==> src/rtl/tc_pkg.sv <==
// Shared types and constants for the memory-mapped down-counter timer.
// TC_AUTO_RELOAD_EN enables auto-reload mode; without it every mode runs one-shot.
package tc_pkg;

  typedef enum logic [1:0] {
    StIdle = 2'd0,
    StLoad = 2'd1,
    StCnt  = 2'd2,
    StInt  = 2'd3
  } tc_state_e;

  // Word index within the window, taken from addr[3:2].
  localparam logic [1:0] RegCtrl   = 2'd0;
  localparam logic [1:0] RegPreset = 2'd1;
  localparam logic [1:0] RegCount  = 2'd2;

  localparam int unsigned CtrlEnBit   = 0;
  localparam int unsigned CtrlModeLsb = 1;
  localparam int unsigned CtrlModeMsb = 2;
  localparam int unsigned CtrlImBit   = 3;
  localparam int unsigned CtrlWidth   = CtrlImBit + 1;

  // Reserved encodings 10/11 run as one-shot.
  typedef enum logic [1:0] {
    ModeOneShot    = 2'b00,
    ModeAutoReload = 2'b01,
    ModeRsvd2      = 2'b10,
    ModeRsvd3      = 2'b11
  } tc_mode_e;

  function automatic logic [31:0] ctrl_rdata(input logic [CtrlWidth-1:0] ctrl);
    return {{(32 - CtrlWidth){1'b0}}, ctrl};
  endfunction

endpackage

==> src/rtl/timer_counter_if.sv <==
// Bus-side port bundle of the timer: bridge drives address/write, timer returns data and irq.
interface timer_counter_if;
  logic [29:0] addr;
  logic        we;
  logic [31:0] din;
  logic [31:0] dout;
  logic        irq;

  modport master (output addr, output we, output din, input dout, input irq);
  modport slave  (input addr, input we, input din, output dout, output irq);
endinterface

==> src/rtl/timer_counter.sv <==
// Programmable 32-bit down-counter with CTRL/PRESET/COUNT registers and a level interrupt.
// Auto-reload (MODE 01) exists only when TC_AUTO_RELOAD_EN is defined.
module timer_counter
  import tc_pkg::*;
(
  input logic            clk,
  input logic            reset,
  timer_counter_if.slave bus
);

  logic [CtrlWidth-1:0] ctrl_q;
  logic [31:0]          preset_q;
  logic [31:0]          count_q;
  logic                 irq_flag_q;
  tc_state_e            state_q;
  logic                 auto_reload;
  logic                 unused_addr;

`ifdef TC_AUTO_RELOAD_EN
  assign auto_reload = (tc_mode_e'(ctrl_q[CtrlModeMsb:CtrlModeLsb]) == ModeAutoReload);
`else
  assign auto_reload = 1'b0;
`endif

  // Only addr[3:2] is decoded; the bridge has already range-qualified the strobe.
  assign unused_addr = ^bus.addr[29:2];

  always_ff @(posedge clk) begin
    if (reset) begin
      ctrl_q     <= '0;
      preset_q   <= '0;
      count_q    <= '0;
      irq_flag_q <= 1'b0;
      state_q    <= StIdle;
    end else begin
      unique case (state_q)
        StIdle: begin
          if (ctrl_q[CtrlEnBit]) state_q <= StLoad;
        end
        StLoad: begin
          count_q <= preset_q;
          state_q <= StCnt;
        end
        StCnt: begin
          if (!ctrl_q[CtrlEnBit]) begin
            state_q <= StIdle;
          end else if (count_q > 32'd1) begin
            count_q <= count_q - 32'd1;
          end else begin
            // count<=1 also covers PRESET=0, which therefore behaves as PRESET=1
            count_q    <= '0;
            irq_flag_q <= 1'b1;
            state_q    <= StInt;
          end
        end
        StInt: begin
          if (auto_reload) begin
            irq_flag_q <= 1'b0;
            state_q    <= StLoad;
          end else begin
            ctrl_q[CtrlEnBit] <= 1'b0;
            state_q           <= StIdle;
          end
        end
      endcase

      // Software writes come last so a CTRL write wins over the EN clear in StInt.
      if (bus.we) begin
        case (bus.addr[1:0])
          RegCtrl: begin
            ctrl_q     <= bus.din[CtrlWidth-1:0];
            irq_flag_q <= 1'b0;
          end
          RegPreset: preset_q <= bus.din;
          default: ;
        endcase
      end
    end
  end

  always_comb begin
    bus.dout = '0;
    case (bus.addr[1:0])
      RegCtrl:   bus.dout = ctrl_rdata(ctrl_q);
      RegPreset: bus.dout = preset_q;
      RegCount:  bus.dout = count_q;
      default:   bus.dout = '0;
    endcase
  end

  assign bus.irq = ctrl_q[CtrlImBit] & irq_flag_q;

endmodule

==> src/flat_wrapper.sv <==
// flat-port wrapper written by rule: the top's interface ports become plain ports
module timer_counter_flat import tc_pkg::*;
  (clk, reset, bus_addr, bus_we, bus_din, bus_dout, bus_irq);
  timer_counter_if bus_i ();
  input logic clk;
  input logic reset;
  input wire logic [$bits(bus_i.addr)-1:0] bus_addr;
  input wire logic [$bits(bus_i.we)-1:0] bus_we;
  input wire logic [$bits(bus_i.din)-1:0] bus_din;
  output wire logic [$bits(bus_i.dout)-1:0] bus_dout;
  output wire logic [$bits(bus_i.irq)-1:0] bus_irq;
  assign bus_i.addr = bus_addr;
  assign bus_i.we = bus_we;
  assign bus_i.din = bus_din;
  assign bus_dout = bus_i.dout;
  assign bus_irq = bus_i.irq;
  timer_counter u_core (.clk(clk), .reset(reset), .bus(bus_i));
endmodule
==> config.mk <==
export PLATFORM = sky130hd
export DESIGN_NAME = timer_counter_flat
export DESIGN_NICKNAME = d
export VERILOG_FILES = /design/src/rtl/tc_pkg.sv /design/src/rtl/timer_counter_if.sv /design/src/rtl/timer_counter.sv /design/src/flat_wrapper.sv
export SDC_FILE = /design/constraint.sdc
export NUM_CORES = 1
export LEC_CHECK = 0
export CAP_MARGIN = 15
export CORE_ASPECT_RATIO = 1.2
export CORE_MARGIN = 2
export CORE_UTILIZATION = 30
export CTS_BUF_LIST = sky130_fd_sc_hd__clkbuf_4 sky130_fd_sc_hd__clkbuf_8
export CTS_CLUSTER_SIZE = 12
export DETAILED_ROUTE_END_ITERATION = 7
export GPL_TIMING_DRIVEN = 0
export HOLD_SLACK_MARGIN = 0.15
export PLACE_DENSITY = 0.57
export SYNTH_ARGS = -nofsm -noshare
export SYNTH_HDL_FRONTEND = slang
export SYNTH_SLANG_ARGS = --single-unit
==> constraint.sdc <==
create_clock -name clk -period 2.3 [get_ports clk]
set_clock_uncertainty 0.2 [all_clocks]
set_input_delay 0.46 -clock clk [delete_from_list [all_inputs] [get_ports clk]]
set_output_delay 0.46 -clock clk [all_outputs]
set_load 0.02 [all_outputs]
==> impl_summary.log <==
INFO  metric status = finished with violations
INFO  metric violations = negative setup slack
INFO  metric clock_tree.root_cell = sky130_fd_sc_hd__clkbuf_8
INFO  metric max_slew.worst_pin.slew = 0.911 ns
INFO  metric insertion_delay = 0.38 ns
INFO  metric drt_first_pass_iters = 5
INFO  metric top_cells_by_instance_count_after_synthesis = sky130_fd_sc_hd__nand2_1 (99), sky130_fd_sc_hd__dfxtp_1 (71), sky130_fd_sc_hd__a21oi_1 (63)
INFO  metric timing_worst_setup_path_type = flip-flop to flip-flop
INFO  metric max_freq = 434 MHz
INFO  metric routed_wirelength = 15200 um
INFO  metric total_number_of_vias = 4458
INFO  metric synth.top_cell.area_share = 0.357
INFO  metric min_period = 2.31 ns
INFO  metric tritoncts = built
INFO  metric antenna_found_initial = 0
INFO  metric number_of_remaining_drc_errors = 0
INFO  metric overall_track_demand_over_capacity_in_global_routing = 0.216
INFO  metric most_frequently_used_cell_type_in_the_post_synthesis_netlist = sky130_fd_sc_hd__nand2_1
INFO  metric seqCellArea = 1440 um2
INFO  metric max-slew-margin-rel = 0.391
INFO  metric vdd_ir_drop_max = 226 uV
INFO  metric synth_area_per_cell = 7.71 um2
INFO  metric avgViaCountPerCell = 5.61
INFO  metric finalHoldViolCount = 0
INFO  metric grt_start_max_net_pins = 14
INFO  metric route.detailed.wl_per_inst = 19.2 um
INFO  metric finalNonFillerCells = 794
INFO  metric design.die.area = 14200 um2
INFO  metric worst_hold_check_slack = 0.281 ns
INFO  metric total_area_of_multi_input_combinational_cells = 2520 um2
INFO  metric dp_worst_setup_slack = -1.42 ns
INFO  metric io_buffer_count = 68
INFO  metric leakage = 2.17 nW
INFO  metric clockBufferDepth = 2
INFO  metric io_pins = 98
INFO  metric antenna-diode-count = 0
INFO  metric cts-htree-levels = 3
INFO  metric netlist_top_cells_area = sky130_fd_sc_hd__dfxtp_1 (36%), sky130_fd_sc_hd__nand2_1 (9.3%), sky130_fd_sc_hd__a21oi_1 (7.9%), sky130_fd_sc_hd__a22o_1 (5.9%), sky130_fd_sc_hd__o32ai_1 (3.1%)
INFO  metric grt_first_pass_wirelength = 23100 um
INFO  metric worstSetupEndpointType = flip-flop
INFO  metric r2r-start = u_core.count_q[0]$_SDFFE_PP0P_
INFO  metric crit_path_top_delay_cell = sky130_fd_sc_hd__dfxtp_4
INFO  metric critPathArrivalTime = 2.36 ns
INFO  metric drive_above_1_share = 0.232
INFO  metric areaGrowthSynthToFinish = 38.0%
INFO  metric dieHeight = 130 um
INFO  metric die_wd = 109 um
INFO  metric fin_total_pwr = 2.69 mW
INFO  metric worstRegToRegCells = 10
INFO  metric prevailing_post_synth_register_cell = sky130_fd_sc_hd__dfxtp_1
INFO  metric timing.hold.worst_endpoint = u_core.preset_q[16]$_SDFFE_PP0P_
INFO  metric initial_utilization = 0.305
INFO  metric crit_chain = inv_4 > ha_4 > nor3b_4 > buf_4 > buf_6 > nand3_4 > nor4_4 > mux2_4 > a221oi_2 > nor2_1
INFO  metric clkSinkCount = 71
INFO  metric netlist.top_cell.by_area = sky130_fd_sc_hd__dfxtp_1
INFO  metric post-dp-hpwl = 10700 um
INFO  metric grt_overflow_total = 0
INFO  metric worst_hold_startpoint = u_core.preset_q[16]$_SDFFE_PP0P_
INFO  metric yosysUniqueCellTypes = 55
INFO  metric first_iter_violations = 385
INFO  metric syn_inst = 516
INFO  metric synth_sequential_area_ratio = 0.357
INFO  metric slew_violations = 0
INFO  metric setup_slack_of_the_most_critical_reg_to_reg_path = -0.006 ns
INFO  metric cp-start-kind = flip-flop
INFO  metric finalSetupViolCount = 2
INFO  metric design.core.area = 13100 um2
INFO  metric cts_made_buffers = 9
INFO  metric cp.required = 2.35 ns
INFO  metric dpl.cell_count = 752
INFO  metric synth-edff-count = 0
INFO  metric syn_nets = 583
INFO  metric r2r_end = u_core.count_q[22]$_SDFFE_PP0P_
INFO  metric ant_nets = 0
INFO  metric globalplace.congestion = 0.970
INFO  metric rsz_0062_raised_after_global_routing = true
INFO  metric worst_hold_check_path_type = flip-flop to flip-flop
INFO  metric ys_ff_latch = 71
INFO  metric crit_path_max_incr_delay = 0.37 ns
INFO  metric fp-row-count = 46
INFO  metric synthesis.area = 3980 um2
INFO  metric drv.max_cap_violation_count = 0
INFO  metric finish.utilization = 0.420
INFO  metric synth_warnings = 0
INFO  metric final_nets = 688
INFO  metric grt_pass1_vias = 4331
INFO  metric crit_path_max_fanout = 6
INFO  metric async_reset_ff_frac = 0
INFO  metric smallest_setup_slack_after_layout = -0.00641 ns
INFO  metric power.density_cell_area = 489 nW/um2
INFO  metric clk_transition_reported_paths = 0.08 ns
INFO  metric number_of_cells_on_the_worst_hold_path = 2
INFO  metric nFillCells = 1335
INFO  metric min_period_over_period = 1.00
-- area by class of cell --
class / instances / area share
multi-input combinational: 388 / 0.459
sequential: 71 / 0.261
timing repair buffer: 95 / 0.142
buffer: 39 / 0.0547
tap: 168 / 0.0383
clock buffer: 10 / 0.0239
inverter: 17 / 0.0125
clock inverter: 6 / 0.00843
-- registers in the layout, indices dropped and copies added (netlist names) --
signal and count:
u_core.count_q 32, u_core.ctrl_q 4, u_core.irq_flag_q 1, u_core.preset_q 32
u_core.state_q 2
-- per-stage QoR --
stage               area (um2)  setup TNS (ns)
floorplan                 3980               0
global placement          4870          -59.25
detailed placement        4870          -59.94
CTS                       5340         -0.0894
global route              5490          -0.480
finish                    5490         -0.0115
-- worst max path at each step --
stage / start / endpoint / slack [ns] / cells after the start
global placement: bus_addr[1] / bus_dout[1] / -1.45 / 7
global route: u_core.count_q[1]$_SDFFE_PP0P_ / u_core.count_q[22]$_SDFFE_PP0P_ / -0.08 / 10
floorplan: bus_addr[0] / bus_dout[10] / 0.03 / 5
finish: u_core.count_q[0]$_SDFFE_PP0P_ / u_core.count_q[22]$_SDFFE_PP0P_ / -0.006 / 10
detailed placement: bus_addr[1] / bus_dout[1] / -1.42 / 7
CTS: u_core.count_q[1]$_SDFFE_PP0P_ / u_core.count_q[22]$_SDFFE_PP0P_ / -0.05 / 9
-- critical path, delay by kind of cell (launching register included) --
family / cells / cell delay, ns
compound gates: 1 / 0.21
mux: 1 / 0.33
simple gates: 4 / 0.58
flops: 1 / 0.37
fa+ha+maj: 1 / 0.17
buf+inv: 3 / 0.31
-- per-layer routing --
| layer | share of wire | track usage | up-vias |
|---|---|---|---|
| met3 | 0.069 | 0.0430 | 39 |
| met1 | 0.40 | 0.253 | 2112 |
| met4 | 0.039 | 0.121 | 0 |
| met5 | 0 | 0 | - |
| li1 | - | - | 2101 |
| met2 | 0.49 | 0.366 | 206 |
-- repair_timing --
| item | in CTS | in global routing |
|---|---|---|
| hold buffers | 0 | 0 |
| setup endpoints to repair | 66 | 51 |
| pin swaps | 8 | 14 |
| resized for setup | 157 | 58 |
| setup buffers | 13 | 14 |
-- cells in the final DEF (no fill, tap or decap), types with 5 or more instances in the layout --
cell and instances:
sky130_fd_sc_hd__a22oi_1 5, sky130_fd_sc_hd__nor2b_1 6, sky130_fd_sc_hd__clkbuf_8 12, sky130_fd_sc_hd__a31oi_1 9, sky130_fd_sc_hd__dfxtp_2 5, sky130_fd_sc_hd__buf_4 24, sky130_fd_sc_hd__nor4_1 5, sky130_fd_sc_hd__clkbuf_1 15
sky130_fd_sc_hd__nor2_1 26, sky130_fd_sc_hd__clkbuf_4 7, sky130_fd_sc_hd__clkbuf_2 10, sky130_fd_sc_hd__nand3_1 10, sky130_fd_sc_hd__clkdlybuf4s50_1 35, sky130_fd_sc_hd__nor4_4 9, sky130_fd_sc_hd__dfxtp_1 64, sky130_fd_sc_hd__nand2_1 96
sky130_fd_sc_hd__buf_2 24, sky130_fd_sc_hd__o32ai_1 14, sky130_fd_sc_hd__nor3_1 16, sky130_fd_sc_hd__a21oi_1 62, sky130_fd_sc_hd__or3_1 6, sky130_fd_sc_hd__a22o_1 27, sky130_fd_sc_hd__o21ai_0 10, sky130_fd_sc_hd__inv_1 15
sky130_fd_sc_hd__mux2i_1 8, sky130_fd_sc_hd__nand4_1 6
-- power breakdown --
group	total [mW]	internal (mW)	switching (mW)
clock	0.957	0.408	0.549
sequential	1.28	1.25	0.0268
combinational	0.451	0.211	0.240
-- logic make-up (layout without fill, tap and decap cells) --
logic type,Yosys count,in the layout,share of synthesized area
AOI/OAI and AO/OA,155,155,0.261
adders and majority gates,2,2,0.00629
buffers and inverters,57,167,0.0594
DFF,71,71,0.357
muxes,10,10,0.0258
and+or+nand+nor,221,221,0.290
(Power assumes the default switching activity.)
